===== src/rtl/datapath_sequencer_4bits.sv =====
// rtl/datapath_sequencer_4bits.sv - multi-cycle controller for the 4-bit register-file/ULA datapath
module datapath_sequencer_4bits #(
  parameter int WIDTH = 4,
  parameter int OPW   = 3
) (
  input  logic             clk,
  input  logic             rst,
  input  logic             start,
  input  logic [1:0]       cmd,
  input  logic [OPW-1:0]   alu_op,
  input  logic [1:0]       dst,
  input  logic [1:0]       src_a,
  input  logic [1:0]       src_b,
  input  logic [WIDTH-1:0] imm,
  output logic             busy,
  output logic             done,
  output logic [WIDTH-1:0] result_q,
  output logic             carry_q,
  input  logic [WIDTH-1:0] dp_result,
  input  logic             dp_carry_out,
  output logic [1:0]       reg_addr,
  output logic             write_enable,
  output logic             sel12,
  output logic             sel21,
  output logic [OPW-1:0]   opcode,
  output logic             carry_in,
  output logic [WIDTH-1:0] dados
);

  localparam logic [3:0] S_IDLE = 4'd0;
  localparam logic [3:0] S_RDA  = 4'd1;
  localparam logic [3:0] S_LDA  = 4'd2;
  localparam logic [3:0] S_RDB  = 4'd3;
  localparam logic [3:0] S_LDB  = 4'd4;
  localparam logic [3:0] S_EXEC = 4'd5;
  localparam logic [3:0] S_WB_A = 4'd6;
  localparam logic [3:0] S_WB_I = 4'd7;
  localparam logic [3:0] S_DONE = 4'd8;

  localparam logic [1:0] CMD_LOADI = 2'b00;
  localparam logic [1:0] CMD_ALU   = 2'b01;
  localparam logic [1:0] CMD_ALUC  = 2'b10;

  logic [3:0]       state, state_n;
  logic             accept;
  logic [1:0]       cmd_l, dst_l, src_a_l, src_b_l;
  logic [1:0]       cmd_n, dst_n, src_a_n, src_b_n;
  logic [OPW-1:0]   op_l, op_n;
  logic [WIDTH-1:0] imm_l, imm_n;

  // Fields seen by the output decode: fresh inputs on the accept edge, latched copies afterwards.
  always_comb begin
    accept  = (state == S_IDLE) && start;
    cmd_n   = accept ? cmd    : cmd_l;
    dst_n   = accept ? dst    : dst_l;
    src_a_n = accept ? src_a  : src_a_l;
    src_b_n = accept ? src_b  : src_b_l;
    op_n    = accept ? alu_op : op_l;
    imm_n   = accept ? imm    : imm_l;
  end

  always_comb begin
    state_n = state;
    case (state)
      S_IDLE: begin
        if (start) begin
          case (cmd)
            CMD_LOADI:          state_n = S_WB_I;
            CMD_ALU, CMD_ALUC:  state_n = S_RDA;
            default:            state_n = S_DONE;
          endcase
        end
      end
      S_RDA:   state_n = S_LDA;
      S_LDA:   state_n = S_RDB;
      S_RDB:   state_n = S_LDB;
      S_LDB:   state_n = S_EXEC;
      S_EXEC:  state_n = S_WB_A;
      S_WB_A:  state_n = S_DONE;
      S_WB_I:  state_n = S_DONE;
      S_DONE:  state_n = S_IDLE;
      default: state_n = S_IDLE;
    endcase
  end

  // Outputs are registered from the next state so each one is valid for the whole state it belongs to.
  always_ff @(posedge clk or posedge rst) begin
    if (rst) begin
      state        <= S_IDLE;
      cmd_l        <= '0;
      dst_l        <= '0;
      src_a_l      <= '0;
      src_b_l      <= '0;
      op_l         <= '0;
      imm_l        <= '0;
      busy         <= 1'b0;
      done         <= 1'b0;
      result_q     <= '0;
      carry_q      <= 1'b0;
      reg_addr     <= '0;
      write_enable <= 1'b0;
      sel12        <= 1'b0;
      sel21        <= 1'b0;
      opcode       <= '0;
      carry_in     <= 1'b0;
      dados        <= '0;
    end else begin
      state        <= state_n;
      cmd_l        <= cmd_n;
      dst_l        <= dst_n;
      src_a_l      <= src_a_n;
      src_b_l      <= src_b_n;
      op_l         <= op_n;
      imm_l        <= imm_n;
      busy         <= (state_n != S_IDLE);
      done         <= (state_n == S_DONE);
      write_enable <= (state_n == S_WB_A) || (state_n == S_WB_I);
      sel21        <= (state_n == S_WB_A);
      // EXEC keeps addressing B so a free-running operand load path keeps r2 intact.
      sel12        <= (state_n == S_RDB) || (state_n == S_LDB) ||
                      (state_n == S_EXEC) || (state_n == S_WB_A);
      dados        <= (state_n == S_WB_I) ? imm_n : '0;

      case (state_n)
        S_RDA, S_LDA:          reg_addr <= src_a_n;
        S_RDB, S_LDB, S_EXEC:  reg_addr <= src_b_n;
        S_WB_A, S_WB_I:        reg_addr <= dst_n;
        default:               reg_addr <= '0;
      endcase

      if (state_n == S_EXEC) begin
        opcode   <= op_n;
        carry_in <= (cmd_n == CMD_ALUC) ? carry_q : 1'b0;
      end else if (state_n != S_WB_A) begin
        opcode   <= '0;
        carry_in <= 1'b0;
      end

      if (state == S_EXEC) begin
        result_q <= dp_result;
        carry_q  <= dp_carry_out;
      end else if (state == S_WB_I) begin
        result_q <= imm_l;
      end
    end
  end

endmodule


===== config.mk =====
export PLATFORM = sky130hd
export DESIGN_NAME = datapath_sequencer_4bits
export DESIGN_NICKNAME = d
export VERILOG_FILES = /design/src/rtl/datapath_sequencer_4bits.sv
export SDC_FILE = /design/constraint.sdc
export NUM_CORES = 1
export LEC_CHECK = 0
export BUFFER_PORTS_ARGS = -buffer_cell sky130_fd_sc_hd__buf_2
export CAP_MARGIN = 20
export CORE_MARGIN = 4
export CORE_UTILIZATION = 47
export DETAILED_ROUTE_END_ITERATION = 8
export HOLD_SLACK_MARGIN = 0.05
export PLACE_DENSITY = 0.75
export SYNTH_ARGS = -nofsm -noshare
export SYNTH_HDL_FRONTEND = slang
export SYNTH_SLANG_ARGS = --single-unit

===== constraint.sdc =====
create_clock -name clk -period 1.6 [get_ports clk]
set_input_delay 0.08 -clock clk [delete_from_list [all_inputs] [get_ports clk]]
set_output_delay 0.08 -clock clk [all_outputs]
set_load 0.005 [all_outputs]

* After elaboration in Yosys (flattened, before gate mapping)
Index checks and enable logic that the tools add are counted. W data, S select, Z words.
Word-level totals: register bits after elaboration 39, word-level logic and storage cells 70, output and inout port bits 20, bits of input ports 23
Cells by class: mux-type cells 18, reduce and logical (&&, ||, !) cells 15, equality and inequality tests 19
Operator list (number):
- $eq A4 B3 Y1 const B | 8
- $pmux W4 S7 | 1
- $mux W4 | 5
- $eq A4 B2 Y1 const B | 4
- $mux W3 | 3
- $eq A4 B1 Y1 const B | 2
- $mux W2 | 4
- $pmux W4 S2 | 1
- $reduce_or A2 Y1 | 4
- $pmux W2 S3 | 1
- $eq A2 B2 Y1 const B | 2
- $eq A4 B4 Y1 const B | 1
- $logic_not A4 Y1 | 1
- $logic_or A1 B1 Y1 | 4
- $ne A4 B3 Y1 const B | 1
- $reduce_bool A2 Y1 | 2
- $reduce_bool A4 Y1 | 1
- $mux W1 | 3
- $reduce_or A3 Y1 | 1
- $eq A2 B1 Y1 const B | 1
- $logic_not A2 Y1 | 1
- $logic_and A1 B1 Y1 | 1

* Logic depth before layout (Yosys ltp)
Gate-level depths: netlist (run 1).
depth in word-level cells 9, gate-level depth with buffers 7, mapped depth without buffers 4

* Least setup slack after synthesis (run 1)
Ideal clock, no wire load.
path type register -> register, start reg state[2], end reg reg_addr[0], slack 0.059 ns, arrival 1.405 ns, required time 1.464 ns, period minus slack after synthesis 1.541 ns, path buffers 2, stages on the path, launching flop included 7, library setup time 0.136 ns, path through dfrtp_1 -> buf_2 -> nor2_2 -> and2_1 -> clkbuf_1 -> mux2i_1 -> o221ai_2
Between the ends: longest elaborated chain between the ends 6, elaborated cells between the ends (all ways) 26, classes of those cells eq/ne (14); mux (6); reduce/logical (6)
Ends and longest elaborated chain:
- start: declaration | line 44 | logic [3:0] state, state_n;
- start signal: assignment | line 108 | state <= state_n;
- $eq A4 B3 Y1 | line 64 | case (state)
- $reduce_or A2 Y1 (no source line)
- $pmux W4 S7 | line 64
- $eq A4 B2 Y1 (tied with other cells) | line 124 | case (state_n)
- $reduce_or A3 Y1 or $reduce_or A2 Y1 (tied branches) | line 124
- $pmux W2 S3 * | line 124
- end signal: assignment | line 125 | S_RDA, S_LDA: reg_addr <= src_a_n;
- end signal: assignment | line 126 | S_RDB, S_LDB, S_EXEC: reg_addr <= src_b_n;
- end signal: assignment | line 127 | S_WB_A, S_WB_I: reg_addr <= dst_n;
- end: declaration | line 21 | output logic [1:0] reg_addr,
Every way passes the cells marked *; elsewhere a longest branch is shown, timed or not. A chain may end at the register's enable or synchronous reset.

* Worst setup path after layout (run 1)
start in cmd[0], end reg reg_addr[0]
Between the ends: longest elaborated chain between the ends 8, elaborated cells between the ends (all ways) 18, classes of those cells eq/ne (9); mux (4); reduce/logical (5)
Ends and longest elaborated chain:
- start: declaration | line 9 | input logic [1:0] cmd,
- $eq A2 B1 Y1 or $eq A2 B2 Y1 (tied branches) | line 67 | case (cmd)
- $reduce_or A2 Y1 | line 67
- $pmux W4 S2 * | line 67
- $mux W4 * | line 66 | if (start) begin
- $pmux W4 S7 * | line 64
- named net state_n[1] | line 44
- $eq A4 B2 Y1 (tied with other cells) | line 124
- $reduce_or A3 Y1 or $reduce_or A2 Y1 (tied branches) | line 124
- $pmux W2 S3 * | line 124
Mark *: on every way through the listed nets, which the timed path passes. The rest lies on a longest branch.

==> results by group, run 1 <==
Logic synthesis
  – Syn_nets: 181
  – Multiplexer share of the synthesized area: 6.081%
  – Post-Synth Adder-Cell Area: 0%
  – Synthesized area: 1708 µm²
  – Sequential share of the synthesized area: around 57%
  – Synth Area in Simple Gates: 20.07%
  – Yosys warns: 0
  – Mapped Cells: 158
  – Mean Syn Cell Area: 10.81 µm²
  – Synth Area in XOR/XNOR: 1.538%
  – Compound-Gate Fraction of Synth Area: 11.65%
  – #FFs+latches synth: 39
  – Post-synth cell types: 32
  – Largest family of logic cells by synthesized area: simple AND/OR/NAND/NOR gates

Status
  – Status: completed

Cells and area
  – ANT cells: 0
  – Share of layout cells above drive strength 1: 34.50%
  – Fillers: 254
  – Area occupied by registers: 975.9 µm²
  – Area of the multi-input gates: around 700 µm²
  – Area grow syn2layout: 35.24%
  – Final nets: 251
  – Final instance area: 2310 µm²

Worst setup path
  – Reg2reg start: state[1]
  – Reg2reg path depth: 5
  – Worst Path Required: 1.83 ns
  – Setup Crit Path Kind: input port to flip-flop
  – Worst EP arrival: 1.77 ns
  – Critical path peak fanout: 6
  – Critical R2R Capture: reg_addr[1]
  – Setup slack, reg-to-reg: 0.06 ns
  – Critical path endpoint category: flip-flop
  – CP Launch Type: input port

Timing
  – Max_slew headroom: 67.55%
  – Final hold violation count: 0
  – Slew of the pin with the lowest slew margin: 0.4867 ns
  – Clock skew: 0.007961 ns
  – Final setup viols: 0
  – Slew Limit Fails: 0
  – Fin crit share: 96.32%
  – Setup WS post-layout: 0.05883 ns
  – Fin Setup TNS: 0 ns
  – Hold slack: 0.05369 ns
  – Final Critical Period: about 1.5 ns
  – Max Fclk: 0.6489 GHz

GRT
  – Tot GR Track Use: between 15 and 20%
  – Congestion Overflow GR: 0
  – Initial antenna violation count: 0
  – Largest net degree at the start of global routing: 40
  – Vias in the first global route: 1372
  – First-pass GRT wire length: 6182 µm

Drt
  – DR vias/cell: 5.025
  – Final ANT Viol Nets: 0
  – DRC errors left: 0
  – Drt pass-1 iters: 5
  – Via count: about 1400
  – Final WL: 3976 µm
  – DR WL/cell: 14.46 µm
  – Initial DRC count: 36

Place
  – Port bufs: 42
  – Pre-CTS setup slack: 0.06288 ns
  – Routability cong.: approximately 0.90
  – DP HPWL: 2807 µm
  – Placed inst area: 2047 µm²

CTS
  – Maximum level of the CTS H-tree: 2
  – TritonCTS buffer count: 5
  – Clock Tree Buf Depth: 2
  – Clk_lat worst skew: 0.35 ns
  – CTS tree: yes
  – Clock slew at reported path FFs: 0.11 ns
  – CTS Root Cell: clkbuf_4
  – Post-CTS setup buffer count: 0
  – Clock sink count: 39

Hold path
  – Hold_sp: cmd[1]
  – Worst hold endpoint: cmd_l[1]
  – Hold path depth: 3
  – Hold Crit Class: input port to flip-flop

Run
  – Max-cap violations: 0

Floorplan
  – Initial Util: 50.00%
  – Io pins: 43
  – DIE WIDTH: 68.28 µm
  – Core area: 3416 µm²
  – Die area: 4662 µm²
  – Row cnt: 21
  – Die Y: a little under 70 µm

Pwr
  – Pwr/cell area: 1751 nW/µm²
  – Peak VDD IR: 799.9 µV
  – LEAKAGE: 0.001220 µW
cell usage after synthesis (all sizes together):
master   number  share of area, %
xnor2         3               1.5
o21ai         9               2.6
o31ai         1              0.44
nor2          7               1.8
mux2          3               2.0
o22ai         2              0.73
buf           6               1.8
nor3b         1              0.73
a221oi        1              0.51
nand3b        3               1.3
dfrtp        39                57
nand2        34               7.5
a21boi        4               1.8
or2           5               1.8
clkbuf        3              0.66
and2          1              0.37
a21oi         3              0.88
and3          8               2.9
o221ai        2               1.8
a211oi        2               1.6
nand2b        1              0.37
nand4b        4               2.1
inv           5               1.1
mux2i         7               4.1
or3b          2               1.2
o2bb2ai       1              0.88
o21bai        1              0.44
routing by layer:
layer / GRT usage (%) / wire (µm) / share of wire, % / vias to the layer above
li1: - / - / - / 676
met1: 21.64 / 1678 / 42 / 659
met2: 31.53 / 2027 / 51 / 38
met3: 4.105 / 197 / 5.0 / 9
met4: 8.685 / 74 / 1.9 / 0
met5: 0 / 0 / 0 / -
flip-flops by register name (all words and copies together) (netlist names), 2 cells and up:
name,cells
dados,4
imm_l,4
result_q,4
state,4
op_l,3
opcode,3
cmd_l,2
dst_l,2
reg_addr,2
src_a_l,2
src_b_l,2
worst max path at each step:
stage | start | endpoint | slack [ns] | cells past startpoint
detailed placement | state[0] | reg_addr[0] | 0.06 | 4
finish | cmd[0] | reg_addr[0] | 0.06 | 6
CTS | cmd[0] | reg_addr[0] | 0.03 | 6
floorplan | state[2] | reg_addr[0] | 0.06 | 6
global route | state[1] | reg_addr[0] | -0.06 | 5
global placement | state[2] | reg_addr[0] | 0.13 | 4
critical path: stages:
cell and delay (ns):
dlygate4sd3_1 0.52, buf_2 0.15, or3b_4 0.43, a211oi_4 0.30, xnor2_2 0.16, o221ai_2 0.12
stage by stage:
stage               utilization [%]  cells  total power, µW
CTS                           66.85    275             3960
detailed placement            59.93    252             3241
global route                  67.62    275             4323
floorplan                         -    158             2632
finish                        67.62    275             4043
global placement              59.93    252             3146
power by group:
part	switching (µW)	internal, µW
sequential	230	1350
combinational	892	877
clock	323	369
total	1440	2600
cell usage in the layout, fill, tap and decap left out, types with 5 or more instances in the layout:
cell and count:
dfrtp_1 39, clkbuf_4 5, buf_2 42, mux2i_1 6, inv_1 5, o21ai_0 7, nand2_1 34, and3_1 8
nor2_1 5, or2_1 5, buf_4 15, dlygate4sd3_1 15
repair_timing:
| action | 4_1_cts | 5_1_grt |
|---|---|---|
| hold endpoints to repair | 58 | 0 |
| hold buffers | 15 | 0 |
| setup endpoints to repair | 0 | 2 |
| resized for setup | 0 | 5 |
layout make-up:
type                            count  area share (%)
Clock buffer                        6           2.221
Timing Repair Buffer               72           20.48
Multi-Input combinational cell    105           30.23
Inverter                            5          0.8126
Clock inverter                      2           1.517
Tap cell                           46           2.492
Sequential cell                    39           42.25
cells by family (layout without fill, tap and decap cells):
logic type	count (synthesis)	count (layout)
AND/OR/NAND/NOR	66	66
buffers and inverters	14	85
multiplexers	10	10
AO/OA/AOI/OAI	26	26
XOR/XNOR	3	3
flip-flops	39	39
Power figures use the tool's default switching activity.
==> run 2, diff against run 1 <==
Settings changed: HOLD_SLACK_MARGIN 0.05 to 0.06.
==> run 2 against run 1 <==
Against the previous run:
- register-to-register slack hardly changed
- clock skew is 0.0011 ns higher
- critical endpoint unchanged
- sequential power hardly changed
- global-route usage is 0.10 points higher
- combinational power hardly changed
- non-clock buffer count is 2 higher
- clock-buffer cell count stayed put
==> results by group, run 2 (synthesized netlist as in run 1, its figures left out) <==
Drt
  – Final WL: 3997 µm
  – Routed met1 length: around 1700 µm
  – DR vias/cell: approximately 5.0
  – Routed met3 length: 192 µm
  – DRC errors left: 0
  – DR WL/cell: 14.43 µm
  – Drt pass-1 iters: 4
  – Initial DRC count: 50
  – Via count: 1392
  – DR top layer: met4
  – Met2 WL: between 2000 and 2500 µm
  – Final ANT Viol Nets: 0

Floorplan
  – Die Y: 68.28 µm
  – Core area: 3416 µm²
  – Row cnt: 21
  – Initial Util: around half
  – Io pins: 43
  – Die area: 4662 µm²
  – DIE WIDTH: ~70 µm

Pwr
  – P_sw: about 1400 µW
  – Internal power: 2602 µW
  – Combinational share of power: 43.7%
  – Peak VDD IR: 802.1 µV
  – Pwr/cell area: 1737 nW/µm²
  – Final Power: 4047 µW
  – Switching Share: 35.71%
  – LEAKAGE: 0.001228 µW
  – Clk network pwr share: 17.2%
  – Seq pwr share: 39.1%

Place
  – Placed Instances: 252
  – Routability cong.: 0.8958
  – DP HPWL: 2807 µm
  – Port bufs: between 40 and 50
  – Pre-CTS setup slack: approximately 0.063 ns

Timing
  – Final setup viols: 0
  – Slew Limit Fails: 0
  – Final hold violation count: 0
  – Max_slew headroom: 67.50%
  – Clock skew: 0.009093 ns
  – Max Fclk: 0.6485 GHz
  – Fin crit share: 96.38%
  – Setup WS post-layout: 0.05793 ns
  – Final Critical Period: about 1.5 ns
  – Slew of the pin with the lowest slew margin: 0.4874 ns

GRT
  – Vias in the first global route: 1369
  – Tot GR Track Use: 18.46%
  – Initial antenna violation count: 0
  – Largest net degree at the start of global routing: 40
  – First-pass GRT wire length: between 6000 and 7000 µm
  – Congestion Overflow GR: 0

CTS
  – Clk_lat worst skew: 0.35 ns
  – Clock slew at reported path FFs: around 0.11 ns
  – CTS Root Cell: clkbuf_4
  – Clock sink count: 39
  – Maximum level of the CTS H-tree: 2
  – Clock Tree Buf Depth: 2
  – TritonCTS buffer count: 5
  – CTS tree: yes

Worst setup path
  – Reg2reg start: state[1]
  – CP Launch Type: input port
  – Worst EP arrival: 1.77 ns
  – Critical path peak fanout: 6
  – Critical path endpoint category: flip-flop
  – Worst Path Required: 1.83 ns
  – Crit. Startpoint: cmd[0]
  – Setup Crit Path Kind: input port to flip-flop

Run
  – Max-cap violations: 0

Status
  – Status: completed

Cells and area
  – Fillers: 253
  – Share of layout cells above drive strength 1: roughly 34%
  – ANT cells: 0
  – Most frequent cells in the layout: 42 x buf_2, 39 x dfrtp_1, 34 x nand2_1, 17 x dlygate4sd3_1, 15 x buf_4
  – Area grow syn2layout: 36.41%
  – Most common cell after layout, fill and taps aside: buf_2
  – Finished Layout Cells: about 280
  – Final nets: 253

Hold path
  – Hold_sp: src_b[0]
  – Hold Crit Class: input port to flip-flop
run 2: metal layers:
metal,vias to the layer above,GRT usage (%)
met5,-,0
met4,0,8.685
met1,661,21.54
li1,682,-
met3,9,4.105
met2,40,32.01
run 2: path summary, 6_finish.rpt:
kind / endpoint / slack, ns / depth (start not counted)
max in group asynchronous: state[2] / 0.89 / 4
worst min register to register: opcode[1] / 0.49 / 2
worst min-delay path: src_b_l[0] / 0.07 / 3
worst max-delay path: reg_addr[0] / 0.06 / 6
worst max register to register: reg_addr[1] / 0.07 / 5
min in group asynchronous: dados[3] / 0.38 / 4
run 2: timing repair:
| item | in CTS | in global routing |
|---|---|---|
| hold endpoints to repair | 60 | 0 |
| resized for setup | 0 | 5 |
| hold buffers | 17 | 0 |
| endpoints found under the setup margin | 0 | 2 |
| buffers inserted | 0 | 0 |
run 2: power groups by stage:
stage | logic, µW | registers (µW) | clock network (µW)
3_3_place_gp | 1590 | 1550 | 0
5_1_grt | 1970 | 1620 | 738
3_5_place_dp | 1660 | 1580 | 0
6_report | 1770 | 1580 | 696
2_1_floorplan | 1110 | 1520 | 0
4_1_cts | 1700 | 1560 | 702
run 2: per-stage QoR:
stage / cell area, µm² / utilization (%) / TNS, ns / hold slack [ns]
3_5_place_dp: 2047 / 59.93 / 0 / 0.2144
4_1_cts: 2303 / 67.44 / 0 / 0.06018
2_1_floorplan: 1708 / - / 0 / 0.1854
5_1_grt: 2330 / 68.21 / -0.1176 / 0.06614
6_report: 2330 / 68.21 / 0 / 0.07084
3_3_place_gp: 2047 / 59.93 / 0 / 0.2093
run 2: critical path, cell delays in order:
cell           delay [ns]
dlygate4sd3_1        0.52
buf_2                0.16
or3b_4               0.43
a211oi_4             0.30
xnor2_2              0.16
o221ai_2             0.12
run 2: cell type report:
cell class	instances	area, µm²	area share (%)
multi-input cells	105	698.2	29.97
well taps	46	57.56	2.470
clock inverters	2	35.03	1.504
repair buffers	74	493.0	21.16
flip-flops and latches	39	975.9	41.89
inverters	5	18.77	0.8056
clock buffers	6	51.30	2.202
==> run 3, diff against run 2 <==
Settings changed: CORE_UTILIZATION 47 to 56, PLACE_DENSITY 0.75 to 0.83.
Clock period 1.6 ns to 1.8 ns, I/O delays scaled along.
==> run 3 against run 2 <==
Against the previous run:
- global-route usage increased by 2.5 points
- combinational power decreased by 19%
- clock-buffer cell count increased by 2
- largest power group unchanged
==> results by group, run 3 (synthesized netlist as in run 1, its figures left out) <==
Status
  – Status: completed

Timing
  – Max_slew headroom: 68.46%
  – Final hold violation count: 0
  – Slew of the pin with the lowest slew margin: about 0.47 ns
  – Slew Limit Fails: 0
  – Fin crit share: between 90% and 100%
  – Setup WS post-layout: 0.1619 ns
  – Final setup viols: 0
  – Max Fclk: 0.6105 GHz
  – Final Critical Period: 1.638 ns
  – Hold slack: 0.05853 ns
  – Fin Setup TNS: 0 ns
  – Clock skew: 0.009812 ns
  – RSZ-0062 raised after global routing: no

Drt
  – DR WL/cell: 15.01 µm
  – Final WL: 3857 µm
  – DRC errors left: 0
  – DR vias/cell: 5.451
  – Final ANT Viol Nets: 0
  – Via count: about 1400
  – Initial DRC count: roughly 40
  – Drt pass-1 iters: 4

CTS
  – TritonCTS buffer count: 5
  – CTS tree: yes
  – Maximum level of the CTS H-tree: 2
  – CTS Root Cell: clkbuf_4
  – Clock sink count: 39
  – Clock Tree Buf Depth: 2
  – Clock slew at reported path FFs: 0.11 ns
  – Clk_lat worst skew: 0.35 ns

Place
  – Routability cong.: between 0.8 and 0.9
  – Port bufs: 42
  – DP HPWL: 2620 µm
  – Pre-CTS setup slack: 0.1535 ns
  – Placed Instances: 234

Worst setup path
  – Reg2reg path depth: 6
  – Max incr delay on CP: 0.53 ns
  – Slowest-stage cell, CP: dfrtp_1
  – CP Launch Type: flip-flop
  – Critical-path cell list: nor2_2 -> buf_4 -> nand2_1 -> buf_4 -> mux2i_1 -> o31ai_1
  – Worst EP arrival: about 1.9 ns
  – Critical path endpoint category: flip-flop
  – Worst Path Required: 2.05 ns
  – Top cell by count, worst path: buf_4
  – Setup Crit Path Kind: flip-flop to flip-flop
  – Critical path peak fanout: 11

Run
  – Max-cap violations: 0

Cells and area
  – Fillers: 181
  – Share of layout cells above drive strength 1: 31.86%
  – Finished Layout Cells: around 260
  – Most common cell after layout, fill and taps aside: buf_2
  – ANT cells: 0
  – Area grow syn2layout: 30.33%
  – Final nets: between 200 and 250
  – Most frequent cells in the layout: 42 x buf_2, 39 x dfrtp_1, 34 x nand2_1, 15 x dlygate4sd3_1, 12 x buf_4

Hold path
  – Hold path depth: 3
  – Hold Crit Class: input port to flip-flop

Floorplan
  – Initial Util: 60.37%
  – Die area: 3997 µm²
  – Core area: 2829 µm²
  – Row cnt: 19
  – DIE WIDTH: 63.23 µm
  – Die Y: 63.23 µm
  – Io pins: 43

GRT
  – First-pass GRT wire length: 6437 µm
  – Tot GR Track Use: 20.93%
  – Vias in the first global route: 1437
  – Initial antenna violation count: 0
  – Congestion Overflow GR: 0
  – Largest net degree at the start of global routing: 40

Pwr
  – LEAKAGE: 0.001182 µW
  – Pwr/cell area: 1497 nW/µm²
  – Peak VDD IR: 1034 µV
## run 3: cell count changes in the layout (fill, tap and decap cells not counted), sizes merged
cell,previous run,this run
buf,57,54
bufinv,1,0
clkbuf,6,8
clkinv,1,0
dlygate4sd3,17,15
## run 3: timing repair
| item | 4_1_cts | 5_1_grt |
|---|---|---|
| gates resized for setup | 0 | 1 |
| hold buffers | 15 | 0 |
| hold endpoints to repair | 57 | 0 |
| buffers inserted | 0 | 0 |
| setup endpoints to repair | 0 | 1 |
## run 3: critical path: cells and delay by family (launching register included)
family          cells  cell delay [ns]
mux                 1             0.14
buf+inv             2             0.38
compound gates      1             0.25
flops               1             0.53
simple gates        2             0.25
## run 3: power by group
group	switching (µW)	leakage (µW)	internal [µW]
combinational	746	0.000645	697
clock	270	0.0000386	230
sequential	187	0.000498	1200
## run 3: final cells by class
cell class / instances / area (µm²) / share of cell area, %
Tap cell: 31 / 38.79 / 1.743
Sequential cell: 39 / 975.9 / 43.84
Timing Repair Buffer: 69 / 450.4 / 20.24
Clock buffer: 8 / 68.82 / 3.092
Inverter: 5 / 18.77 / 0.8432
Multi-Input combinational cell: 105 / 673.1 / 30.24
## run 3: final timing paths
path | startpoint | end | slack (ns)
min reg2reg | opcode[1] | opcode[1] | 0.48
max reg2reg | state[2] | carry_in | 0.16
min | cmd[1] | cmd_l[1] | 0.06
max | state[2] | carry_in | 0.16
min in group asynchronous | rst | write_enable | 0.38
max in group asynchronous | rst | opcode[2] | 1.08
## run 3: layer usage
layer	vias to the layer above	GRT usage [%]	wire, µm
met5	-	0	0
met4	0	6.739	31
met3	4	6.394	283
met2	61	36.76	1993
met1	668	24.38	1549
li1	668	-	-
## run 3: stage by stage
step	power, µW	utilization, %	cell area, µm²
after floorplan	2340	-	1708
after global placement	2753	70.90	2006
after detailed placement	2819	70.90	2006
after CTS	3341	78.64	2225
after global routing	3585	78.68	2226
final	3332	78.68	2226
